===== config.mk =====
export PLATFORM = sky130hd
export DESIGN_NAME = branch_redirect_unit
export DESIGN_NICKNAME = d
export VERILOG_FILES = /design/src/rtl/branch_redirect_unit.sv
export SDC_FILE = /design/constraint.sdc
export NUM_CORES = 1
export LEC_CHECK = 0
export CORE_MARGIN = 4
export CORE_UTILIZATION = 47
export DETAILED_ROUTE_END_ITERATION = 6
export PLACE_DENSITY = 0.8
export SLEW_MARGIN = 20
export SYNTH_ARGS = -nofsm -noshare
export SYNTH_HDL_FRONTEND = slang
export SYNTH_SLANG_ARGS = --single-unit

===== constraint.sdc =====
create_clock -name clk -period 2.7 [get_ports clk]
set_input_delay 0.405 -clock clk [delete_from_list [all_inputs] [get_ports clk]]
set_output_delay 0.405 -clock clk [all_outputs]
set_load 0.1 [all_outputs]

===== src/rtl/branch_redirect_unit.sv =====
// branch_redirect_unit
//   Decode-stage branch resolver for the MIPS pipeline. It evaluates the
//   branch/jump condition and the target address. It latches the target of a
//   taken branch and waits until the delay-slot instruction has been fetched.
//   It then offers the redirect to fetch with a valid/ready handshake. It also
//   keeps wrapping statistics counters for resolved and taken branches.
//
//   Optional feature macro: BRANCH_LIKELY_EN
//     When defined, the branch-likely ops are added (br_op widens to 16 bits).
//     A not-taken likely branch pulses nullify_slot.
//     When undefined, br_op is 12 bits and nullify_slot is tied low.
//
// Ports
//   clk, reset       core clock, synchronous active-high reset
//   ds_valid         decode-stage instruction valid
//   ds_stall         decode operands not ready
//   br_op            one-hot op: [0]beq [1]bne [2]bgez [3]bgtz [4]blez [5]bltz
//                    [6]bgezal [7]bltzal [8]j [9]jal [10]jr [11]jalr
//                    (+ [12]beql [13]bnel [14]blezl [15]bgtzl when likely enabled)
//   rs_value         forwarded rs
//   rt_value         forwarded rt
//   delay_slot_pc    PC of the delay-slot instruction
//   imm              16-bit branch offset
//   jidx             26-bit jump index
//   slot_fetched     fetch has accepted the delay-slot instruction
//   fs_ready         fetch accepts the redirect this cycle
//   flush            exception/eret flush, highest priority
//   br_stall         decode must hold the current branch
//   redirect_valid   redirect offered to fetch
//   redirect_target  latched redirect target
//   nullify_slot     kill the delay slot (likely branches only)
//   br_cnt           resolved-branch counter
//   taken_cnt        taken-branch counter
module branch_redirect_unit #(
  parameter int ADDR_W = 32,
  parameter int PERF_W = 32,
`ifdef BRANCH_LIKELY_EN
  localparam int BR_OP_W = 16
`else
  localparam int BR_OP_W = 12
`endif
) (
  input  logic               clk,
  input  logic               reset,
  input  logic               ds_valid,
  input  logic               ds_stall,
  input  logic [BR_OP_W-1:0] br_op,
  input  logic [ADDR_W-1:0]  rs_value,
  input  logic [ADDR_W-1:0]  rt_value,
  input  logic [ADDR_W-1:0]  delay_slot_pc,
  input  logic [15:0]        imm,
  input  logic [25:0]        jidx,
  input  logic               slot_fetched,
  input  logic               fs_ready,
  input  logic               flush,
  output logic               br_stall,
  output logic               redirect_valid,
  output logic [ADDR_W-1:0]  redirect_target,
  output logic               nullify_slot,
  output logic [PERF_W-1:0]  br_cnt,
  output logic [PERF_W-1:0]  taken_cnt
);

  typedef enum logic [1:0] {
    IDLE,
    WAIT_SLOT,
    REDIRECT
  } state_t;

  state_t              state_q;
  state_t              state_d;
  logic [ADDR_W-1:0]   target_q;
  logic [PERF_W-1:0]   br_cnt_q;
  logic [PERF_W-1:0]   taken_cnt_q;

  logic                is_branch;
  logic                resolve;
  logic                taken;
  logic                rs_neg;
  logic                rs_zero;
  logic                rs_eq_rt;
  logic [BR_OP_W-1:0]  cond_vec;
  logic [ADDR_W-1:0]   branch_target;
  logic [ADDR_W-1:0]   jump_target;
  logic [ADDR_W-1:0]   target_d;

  // Signed compares against zero only need the sign bit and a zero detect,
  // so no magnitude comparator is built.
  always_comb begin
    rs_neg   = rs_value[ADDR_W-1];
    rs_zero  = ~|rs_value;
    rs_eq_rt = (rs_value == rt_value);
    cond_vec = '0;
    cond_vec[0]  = rs_eq_rt;
    cond_vec[1]  = ~rs_eq_rt;
    cond_vec[2]  = ~rs_neg;
    cond_vec[3]  = ~rs_neg & ~rs_zero;
    cond_vec[4]  = rs_neg | rs_zero;
    cond_vec[5]  = rs_neg;
    cond_vec[6]  = ~rs_neg;
    cond_vec[7]  = rs_neg;
    cond_vec[8]  = 1'b1;
    cond_vec[9]  = 1'b1;
    cond_vec[10] = 1'b1;
    cond_vec[11] = 1'b1;
`ifdef BRANCH_LIKELY_EN
    cond_vec[12] = rs_eq_rt;
    cond_vec[13] = ~rs_eq_rt;
    cond_vec[14] = rs_neg | rs_zero;
    cond_vec[15] = ~rs_neg & ~rs_zero;
`endif
    taken = |(br_op & cond_vec);
  end

  // Target selection. The PC-relative add wraps naturally at ADDR_W bits.
  always_comb begin
    branch_target = delay_slot_pc + {{(ADDR_W-18){imm[15]}}, imm, 2'b00};
    jump_target   = {delay_slot_pc[31:28], jidx, 2'b00};
    target_d      = branch_target;
    if (br_op[8] || br_op[9]) begin
      target_d = jump_target;
    end else if (br_op[10] || br_op[11]) begin
      target_d = rs_value;
    end
  end

  // A branch is held in decode while operands are missing or an earlier
  // redirect is still in flight; it resolves only on the cycle it is released.
  always_comb begin
    is_branch = ds_valid & (|br_op);
    br_stall  = ~reset & is_branch & (ds_stall | (state_q != IDLE));
    resolve   = is_branch & ~br_stall & ~flush;
  end

  // Next-state logic. Flush overrides every other transition so that a
  // flushed redirect is never completed.
  always_comb begin
    state_d = state_q;
    case (state_q)
      IDLE: begin
        if (resolve && taken) begin
          state_d = slot_fetched ? REDIRECT : WAIT_SLOT;
        end
      end
      WAIT_SLOT: begin
        if (slot_fetched) begin
          state_d = REDIRECT;
        end
      end
      REDIRECT: begin
        if (fs_ready) begin
          state_d = IDLE;
        end
      end
      default: state_d = IDLE;
    endcase
    if (flush) begin
      state_d = IDLE;
    end
  end

  // State register.
  always_ff @(posedge clk) begin
    if (reset) begin
      state_q <= IDLE;
    end else begin
      state_q <= state_d;
    end
  end

  // The target is captured only when a taken branch resolves, so it stays
  // stable for the whole time the redirect is offered.
  always_ff @(posedge clk) begin
    if (reset) begin
      target_q <= '0;
    end else if (resolve && taken) begin
      target_q <= target_d;
    end
  end

  // Statistics counters; resolve already excludes flush cycles.
  always_ff @(posedge clk) begin
    if (reset) begin
      br_cnt_q    <= '0;
      taken_cnt_q <= '0;
    end else if (resolve) begin
      br_cnt_q <= br_cnt_q + PERF_W'(1);
      if (taken) begin
        taken_cnt_q <= taken_cnt_q + PERF_W'(1);
      end
    end
  end

`ifdef BRANCH_LIKELY_EN
  logic nullify_q;

  // A not-taken likely branch kills its delay slot the cycle after resolve.
  always_ff @(posedge clk) begin
    if (reset) begin
      nullify_q <= 1'b0;
    end else begin
      nullify_q <= resolve & (|br_op[15:12]) & ~taken;
    end
  end

  assign nullify_slot = nullify_q & ~reset;
`else
  assign nullify_slot = 1'b0;
`endif

  // Registered outputs are forced low while reset is held, even before the
  // first reset edge has cleared the registers.
  assign redirect_valid  = ~reset & (state_q == REDIRECT) & ~flush;
  assign redirect_target = reset ? '0 : target_q;
  assign br_cnt          = reset ? '0 : br_cnt_q;
  assign taken_cnt       = reset ? '0 : taken_cnt_q;

endmodule


==> qor.yml, run 1 <==
p_int_mw: 2.91
synth_seq_cells: 98
die_h_microns: 134
hold_path_startpoint: "target_q[10]$_SDFFE_PP0P_"
synth_area_sq_um: 7410
hold_buffers: 0
skew_ps: 10.7
ys_warn_count: 0
vias_per_cell: 5.55
critPathLaunchType: "primary input"
sw_frac_of_total: 0.324
synth_flop_cell: "dfxtp_1"
port_buffers: 254
place_hpwl_mm: 22.1
cts_tree: "built"
crit_top_cell: "buf_4"
min_path_cells: 2
critPathCaptureType: "flip-flop"
syn_nets: 1152
clock_latency_ps: 350
grt_pass1_wl_mm: 42.4
drt_iter0_drc: 684
die_area_sq_um: 17800
setup_slack_ps: 70.6
worst_pin_slew_ps: 688
combPwrFrac: 0.344
vias: 8523
drv_cap: 0
r2r-start: "taken_cnt_q[3]$_SDFFE_PP0P_"
avgRoutedWirePerCell_microns: 18.3
drt_pass1_iterations: 5
yosysTopAreaCell: "dfxtp_1"
wl_mm: 28.1
die_x_microns: 134
irDropWorstVdd_mv: 0.254
pwr-share-seq: 0.346
finalHoldWorstSlack_ps: 471
ff2ff_setup_slack_ps: 450
route.detailed.drc: 0
cts_root_buf: "clkbuf_16"
cts_buffers: 9
fin_total_pwr_mw: 4.31
ys_async_sr_fraction: 0
grt_usage: 0.296
status: "finished clean"
min_path_type: "flip-flop to flip-flop"
finalSetupViolations: 0
r2r_cells: 8
cts_max_level: 3
path_cells: "clkdlybuf4s50_1 > ha_4 > buf_4 > and3_1 > nand4_1 > a211oi_1 > nor3_2 > o41ai_4 > buf_4 > xor2_1 > o21ai_0 > a311oi_1"
yosys-top-cells-area: "dfxtp_1 26%, xnor2_1 7.6%, nor2b_1 7.3%, nor2_1 6.5%, ha_1 5.2%"
cp.arrival_ps: 2890
slew_headroom: 0.542
num_rows: 45
grt_antenna_before_repair: 1
fmax_mhz: 380
drive_above_1_share: 0.242
cp_max_fo: 5
syn_avg_cell_area_sq_um: 7.69
holdPathEnd: "target_q[10]$_SDFFE_PP0P_"
seq_area_frac_synth: 0.265
r2r-end: "taken_cnt_q[31]$_SDFFE_PP0P_"
switching_power_mw: 1.40
antenna_left: 0
crit_slowest_cell: "clkdlybuf4s50_1"
finalCoreUtilization: 0.765
core_sq_um: 15300
drv_slew: 0
synth_top_area_frac: 0.265
fin_nets: 1509
start_util: 0.484
timing.setup.tns_ps: 0
io_pins: 256
finalCritPeriodShare: 0.974
grt_pass1_vias: 8206
p_leak_nw: 5.06
area_growth_syn_to_layout_pct: 58.3
hold_viol: 0
place_congestion: 0.979
fin_crit_ps: 2630
synth_commonest_cells: "128 x nor2_1, 98 x dfxtp_1, 86 x nor2b_1, 64 x nand2_1, 64 x xnor2_1"
clk_pin_slew_ps: 70
grt_max_degree: 119
clockPowerShare: 0.310
powerDensity_nw_per_um2: 368
place_ws_ps: -515
yosysMostFrequentCell: "nor2_1"
worst-endpoint-required_ps: 2960
overflow: 0
path_class: "primary input to flip-flop"
max_stage_delay_ps: 450
synth_edf_count: 0
synthCells: 963
synth_cell_types: 67
cts_buffer_depth: 2
clkSinkCount: 98
## power by group through the flow
stage                     Clock, mW  Sequential [mW]  Combinational [mW]
after floorplan                   0             1.52               0.715
after global placement            0             1.52                1.38
after detailed placement          0             1.52                1.38
after CTS                      1.36             1.49                1.40
after global routing           1.41             1.49                1.57
final                          1.34             1.49                1.48
## cells by family after synthesis
group	synth area share
other	0.000506
DFF	0.265
muxes	0.0326
xor gates and xnor gates	0.121
and+or+nand+nor	0.318
adders and majority gates	0.0551
buffers and inverters	0.0424
AOI/OAI and AO/OA	0.166
## through the flow
stage | std cells | instance area (sq um)
finish | 1537 | 11700
global route | 1537 | 11700
CTS | 1529 | 11400
detailed placement | 1509 | 11000
global placement | 1509 | 11000
floorplan | 963 | 7410
## placed cells by master (no fill, tap or decap), types with 8 or more instances in the layout
master           netlist  layout
nand2_1               64      64
a21oi_1               46      43
o21ai_0               37      31
nor2_1               128     126
nor3_1                15      13
mux2i_1               14      13
xnor2_1               64      54
o211ai_1              17      17
nand4_1               38      38
and4_1                 8       8
nor2b_1               86      86
and3_1                22      20
clkbuf_16              0       9
xnor2_2                0      10
dfxtp_1               98      98
buf_12                 0      18
a21o_1                14      14
nand3_1               31      30
buf_4                  4     219
nand2b_1              14      14
a211oi_1              12       9
dlymetal6s2s_1         0      19
clkdlybuf4s50_1        0     119
dlygate4sd2_1          0      17
xor2_1                38      38
inv_1                 22      22
ha_1                  31      27
## state kept, by name, indices dropped and copies added (netlist names)
register	flops
br_cnt_q	32
taken_cnt_q	32
target_q	32
state_q	2
## layout make-up
type	instances	area [sq um]
Multi-Input combinational cell	792	5460
Clock inverter	7	83.8
Sequential cell	98	1960
Timing Repair Buffer	397	3640
Inverter	22	82.6
Antenna cell	1	2.50
Fill cell	1153	3590
Tap cell	211	264
Clock buffer	9	225
## worst max path at each step
stage	from	to	slack, ps
floorplan	reset	br_cnt[18]	30
global placement	rs_value[30]	taken_cnt_q[6]$_SDFFE_PP0P_	-470
detailed placement	rs_value[22]	taken_cnt_q[6]$_SDFFE_PP0P_	-520
CTS	rs_value[21]	taken_cnt_q[6]$_SDFFE_PP0P_	-10
global route	delay_slot_pc[6]	target_q[21]$_SDFFE_PP0P_	-2
finish	delay_slot_pc[8]	target_q[23]$_SDFFE_PP0P_	70
## what timing repair did
action	CTS	global route
setup endpoints to repair	41	52
setup buffers	3	8
gates resized for setup	43	53
cloned	1	0
pin swaps	12	33
## critical path: cells and delay by family
kind | cells | cell delay, ps
buffers and inverters | 3 | 770
xor gates and xnor gates | 1 | 130
AOI/OAI and AO/OA | 4 | 910
adders and majority gates | 1 | 290
and+or+nand+nor | 3 | 380
## layer usage
layer | global-route usage | vias up | wire [microns]
met5 | 0 | - | 0
met4 | 0.107 | 0 | 1120
met3 | 0.0616 | 75 | 2070
met2 | 0.489 | 369 | 13000
met1 | 0.384 | 3958 | 12000
li1 | - | 4121 | -
(Power assumes the default switching activity.)
==> run 2: changes to the inputs <==
- CAP_MARGIN: not set -> 10
- CELL_PAD_IN_SITES_DETAIL_PLACEMENT: not set -> 1
- CELL_PAD_IN_SITES_GLOBAL_PLACEMENT: not set -> 2
- CORE_UTILIZATION: 47 -> 25
- PLACE_DENSITY: 0.8 -> 0.77
- SKIP_LAST_GASP: not set -> 1
==> qor.yml, run 2 (synthesis gave the netlist of run 1 again) <==
r2r_cells: 8
vias: 8473
grt_antenna_before_repair: 4
finalCoreUtilization: 0.426
final_common_cell: "buf_4"
ff2ff_setup_slack_ps: 470
route.detailed.drc: 0
clock_latency_ps: 350
timing.setup.tns_ps: 0
port_buffers: 254
core_sq_um: 28900
highest_layer: "met5"
powerDensity_nw_per_um2: 363
r2r-end: "taken_cnt_q[27]$_SDFFE_PP0P_"
antenna_left: 0
fmax_mhz: 376
max_stage_delay_ps: 410
path_class: "primary input to flip-flop"
fin_nets: 1528
place_hpwl_mm: 27.0
grt_pass1_wl_mm: 50.8
die_area_sq_um: 32400
vias_per_cell: 4.89
fin_total_pwr_mw: 4.48
fin_cells: 1731
drt_pass1_iterations: 5
met2_length_mm: 15.8
cts_root_buf: "clkbuf_16"
place_congestion: 0.868
worst_pin_slew_ps: 809
wl_met1_mm: 15.5
crit_slowest_cell: "clkdlybuf4s50_1"
holdPathEnd: "target_q[8]$_SDFFE_PP0P_"
cp.arrival_ps: 2900
io_pins: 256
path_cells: "clkdlybuf4s50_1 > xnor2_1 > nand4_1 > nor4_2 > buf_4 > a21boi_4 > o31a_4 > and3_4 > nand3_1 > mux2_2"
irDropWorstVdd_mv: 0.271
skew_ps: 4.42
cts_buffer_depth: 2
min_path_type: "flip-flop to flip-flop"
hold_path_startpoint: "target_q[8]$_SDFFE_PP0P_"
drv_slew: 0
clkSinkCount: 98
place_inst: 1700
slew_headroom: 0.461
grt_pass1_vias: 8831
drt_iter0_drc: 434
overflow: 0
drv_cap: 0
fin_crit_ps: 2660
die_h_microns: 180
grt_max_degree: 194
reg_top3: "br_cnt_q (32), taken_cnt_q (32), target_q (32)"
start_util: 0.256
status: "finished clean"
hold_viol: 0
drive_above_1_share: 0.266
p_leak_nw: 5.31
cts_tree: "built"
cp_max_fo: 8
r2r-start: "taken_cnt_q[4]$_SDFFE_PP0P_"
grt_usage: 0.195
critPathCaptureType: "flip-flop"
finalSetupViolations: 0
cts_max_level: 3
worst-endpoint-required_ps: 2940
rsz0062_at_grt: "yes"
cts_buffers: 9
die_x_microns: 180
dr_wl_met3_mm: 1.68
critPathLaunchType: "primary input"
area_growth_syn_to_layout_pct: 66.6
finalCritPeriodShare: 0.985
final_cell_mix: "231 x buf_4, 122 x nor2_1, 109 x clkdlybuf4s50_1"
clk_pin_slew_ps: 80
min_path_cells: 2
avgRoutedWirePerCell_microns: 19.5
num_rows: 62
wl_mm: 33.7
-- run 2: worst max-delay path by stage --
stage	startpoint	to	slack, ps	depth (start not counted)
after global routing	delay_slot_pc[2]	target_q[28]$_SDFFE_PP0P_	-50	13
after floorplan	reset	br_cnt[18]	30	4
after CTS	delay_slot_pc[6]	target_q[23]$_SDFFE_PP0P_	-1	13
after detailed placement	rs_value[26]	taken_cnt_q[23]$_SDFFE_PP0P_	-730	10
after global placement	rs_value[26]	taken_cnt_q[21]$_SDFFE_PP0P_	-650	10
final	rt_value[31]	taken_cnt_q[19]$_SDFFE_PP0P_	40	10
-- run 2: worst max-delay path: cells and delay by family --
family                 cells  cell delay [ps]
AND/OR/NAND/NOR            4              880
multiplexers               1              330
XOR/XNOR                   1              210
buffers and inverters      2              600
AO/OA/AOI/OAI              2              460
-- run 2: report_power, final --
part	total, mW	switching, mW	internal, mW
clock network	1.40	0.652	0.749
logic	1.59	0.831	0.756
registers	1.49	0.0162	1.47
total	4.48	1.50	2.98
-- run 2: layout make-up --
| class | instances | area, sq um |
|---|---|---|
| diodes | 3 | 7.51 |
| clock buffers | 9 | 225 |
| clock inverters | 7 | 90.1 |
| fillers | 3439 | 16600 |
| inverters | 22 | 82.6 |
| multi-input cells | 792 | 5580 |
| flip-flops and latches | 98 | 1960 |
| well taps | 384 | 480 |
| repair buffers | 416 | 3920 |
-- run 2: layer usage --
metal  GRT usage  vias to the layer above
met5           0                        -
li1            -                     4153
met1       0.266                     4043
met3      0.0295                       32
met2       0.322                      243
met4      0.0569                        2
-- run 2: stage by stage --
step	instance area (sq um)	hold WS, ps	worst slack [ps]
finish	12300	475	40.6
floorplan	7410	441	34.4
CTS	11900	474	-1.47
global placement	11400	454	-647
detailed placement	11400	462	-728
global route	12300	498	-52.6
-- run 2: what timing repair did --
| action | CTS | global route |
|---|---|---|
| resized for setup | 49 | 83 |
| gates cloned | 1 | 3 |
| buffers inserted | 4 | 9 |
| pin swaps | 20 | 48 |
| endpoints found under the setup margin | 66 | 70 |
| endpoints found under the hold margin | 0 | 0 |
| hold buffers | 0 | 0 |
==> run 3: changes to the inputs <==
- CORE_UTILIZATION: 25 -> 27
- MAX_ROUTING_LAYER: not set -> met4
- PLACE_DENSITY: 0.77 -> 0.83
- clock period: 2.7 -> 3.3 ns (I/O delays scaled with it)
==> qor.yml, run 3 (synthesis gave the netlist of run 1 again) <==
powerDensity_nw_per_um2: 315
grt_pass1_vias: 8245
fin_nets: 1437
cp.arrival_ps: 3250
crit_buf_inv: 3
cts_buffer_depth: 2
min_path_type: "flip-flop to flip-flop"
start_util: 0.275
path_class: "primary input to flip-flop"
crit_top_cell: "buf_4"
area_growth_syn_to_layout_pct: 45.8
port_buffers: 254
finalCritPeriodShare: 0.903
antenna_left: 0
skew_ps: 10.2
postCtsSetupBuffers: 0
hold_buffers: 0
vias_per_cell: 5.06
timing.setup.tns_ps: 0
cts_root_buf: "clkbuf_16"
finalSetupViolations: 0
clk_pin_slew_ps: 70
final_common_cell: "buf_4"
critPathTopFamily: "compound AO/OA/AOI/OAI gates"
wl_mm: 30.0
place_congestion: 0.913
reg_top3: "br_cnt_q (32), taken_cnt_q (32), target_q (32)"
critPathCaptureType: "flip-flop"
cp_max_fo: 6
crit_slowest_cell: "clkdlybuf4s50_1"
clkSinkCount: 98
drv_cap: 0
drt_pass1_iterations: 5
cts_tree: "built"
die_area_sq_um: 30100
grt_usage: 0.199
avgRoutedWirePerCell_microns: 18.8
critPathLaunchType: "primary input"
fin_total_pwr_mw: 3.40
vias: 8071
worst-endpoint-required_ps: 3570
fin_cells: 1595
drt_iter0_drc: 493
place_inst: 1578
drv_slew: 0
cts_max_level: 3
fmax_mhz: 335
hold_viol: 0
clock_latency_ps: 360
grt_antenna_before_repair: 1
num_rows: 60
grt_max_degree: 194
rsz0062_at_grt: "no"
final_cell_mix: "167 x buf_4, 155 x clkdlybuf4s50_1, 126 x nor2_1"
slew_headroom: 0.459
grt_pass1_wl_mm: 46.7
cts_buffers: 9
overflow: 0
io_pins: 256
place_hpwl_mm: 24.8
core_sq_um: 27000
worst_pin_slew_ps: 811
max_stage_delay_ps: 400
die_h_microns: 174
status: "finished clean"
cts_resized: 0
drive_above_1_share: 0.167
finalHoldWorstSlack_ps: 476
path_cells: "clkdlybuf4s50_1 > ha_1 > fa_1 > a21o_1 > a22o_1 > o211ai_1 > buf_4 > o211a_1 > xor2_1 > o21ai_0 > buf_4 > nand3_1 > o31ai_1"
irDropWorstVdd_mv: 0.165
fin_crit_ps: 2980
die_x_microns: 174
p_leak_nw: 4.37
route.detailed.drc: 0
## run 3: cell count changes in the layout (fill, tap and decap cells not counted), sizes merged, moves of 2 or more
cell	before	now
inv	27	25
diode	3	1
clkbuf	12	10
buf	258	171
clkdlybuf4s50	109	155
dlymetal6s2s	32	0
dlygate4sd2	14	0
clkinvlp	0	2
## run 3: report_power, final
part / total (mW) / internal [mW] / switching [mW]
clock network: 1.10 / 0.597 / 0.500
registers: 1.22 / 1.21 / 0.0127
logic: 1.08 / 0.484 / 0.600
## run 3: final timing paths
check / from / end / slack, ps / depth (start not counted)
min reg2reg: target_q[7]$_SDFFE_PP0P_ / target_q[7]$_SDFFE_PP0P_ / 480 / 2
min: target_q[7]$_SDFFE_PP0P_ / target_q[7]$_SDFFE_PP0P_ / 480 / 2
max: delay_slot_pc[2] / target_q[20]$_SDFFE_PP0P_ / 320 / 13
max reg2reg: taken_cnt_q[3]$_SDFFE_PP0P_ / taken_cnt_q[29]$_SDFFE_PP0P_ / 870 / 8
## run 3: layer usage
| metal | track usage | wire length, microns | up-vias |
|---|---|---|---|
| met5 | - | 0 | - |
| met4 | 0.0478 | 521 | 0 |
| met3 | 0.0340 | 1540 | 32 |
| met2 | 0.316 | 13900 | 233 |
| met1 | 0.265 | 14100 | 3845 |
| li1 | - | - | 3961 |
## run 3: layout make-up
class	count	area, sq um
antenna	1	2.50
clock buffer	10	229
clock inverter	6	71.3
fill	3271	16200
inverter	22	82.6
multi-input combinational	791	5150
sequential	98	1960
tap	341	427
timing repair buffer	326	2880
## run 3: stage by stage
stage          setup slack [ps]  utilization  area [sq um]
3_5_place_dp               -151        0.389         10500
5_1_grt                    40.0        0.401         10800
3_3_place_gp               -104        0.389         10500
6_report                    319        0.401         10800
2_1_floorplan               454            -          7410
4_1_cts                     227        0.400         10800
## run 3: tightest hold or removal path: stages, from the launching register on
cell and delay, ps:
dfxtp_1 310, nand2b_1 60, a21oi_1 60
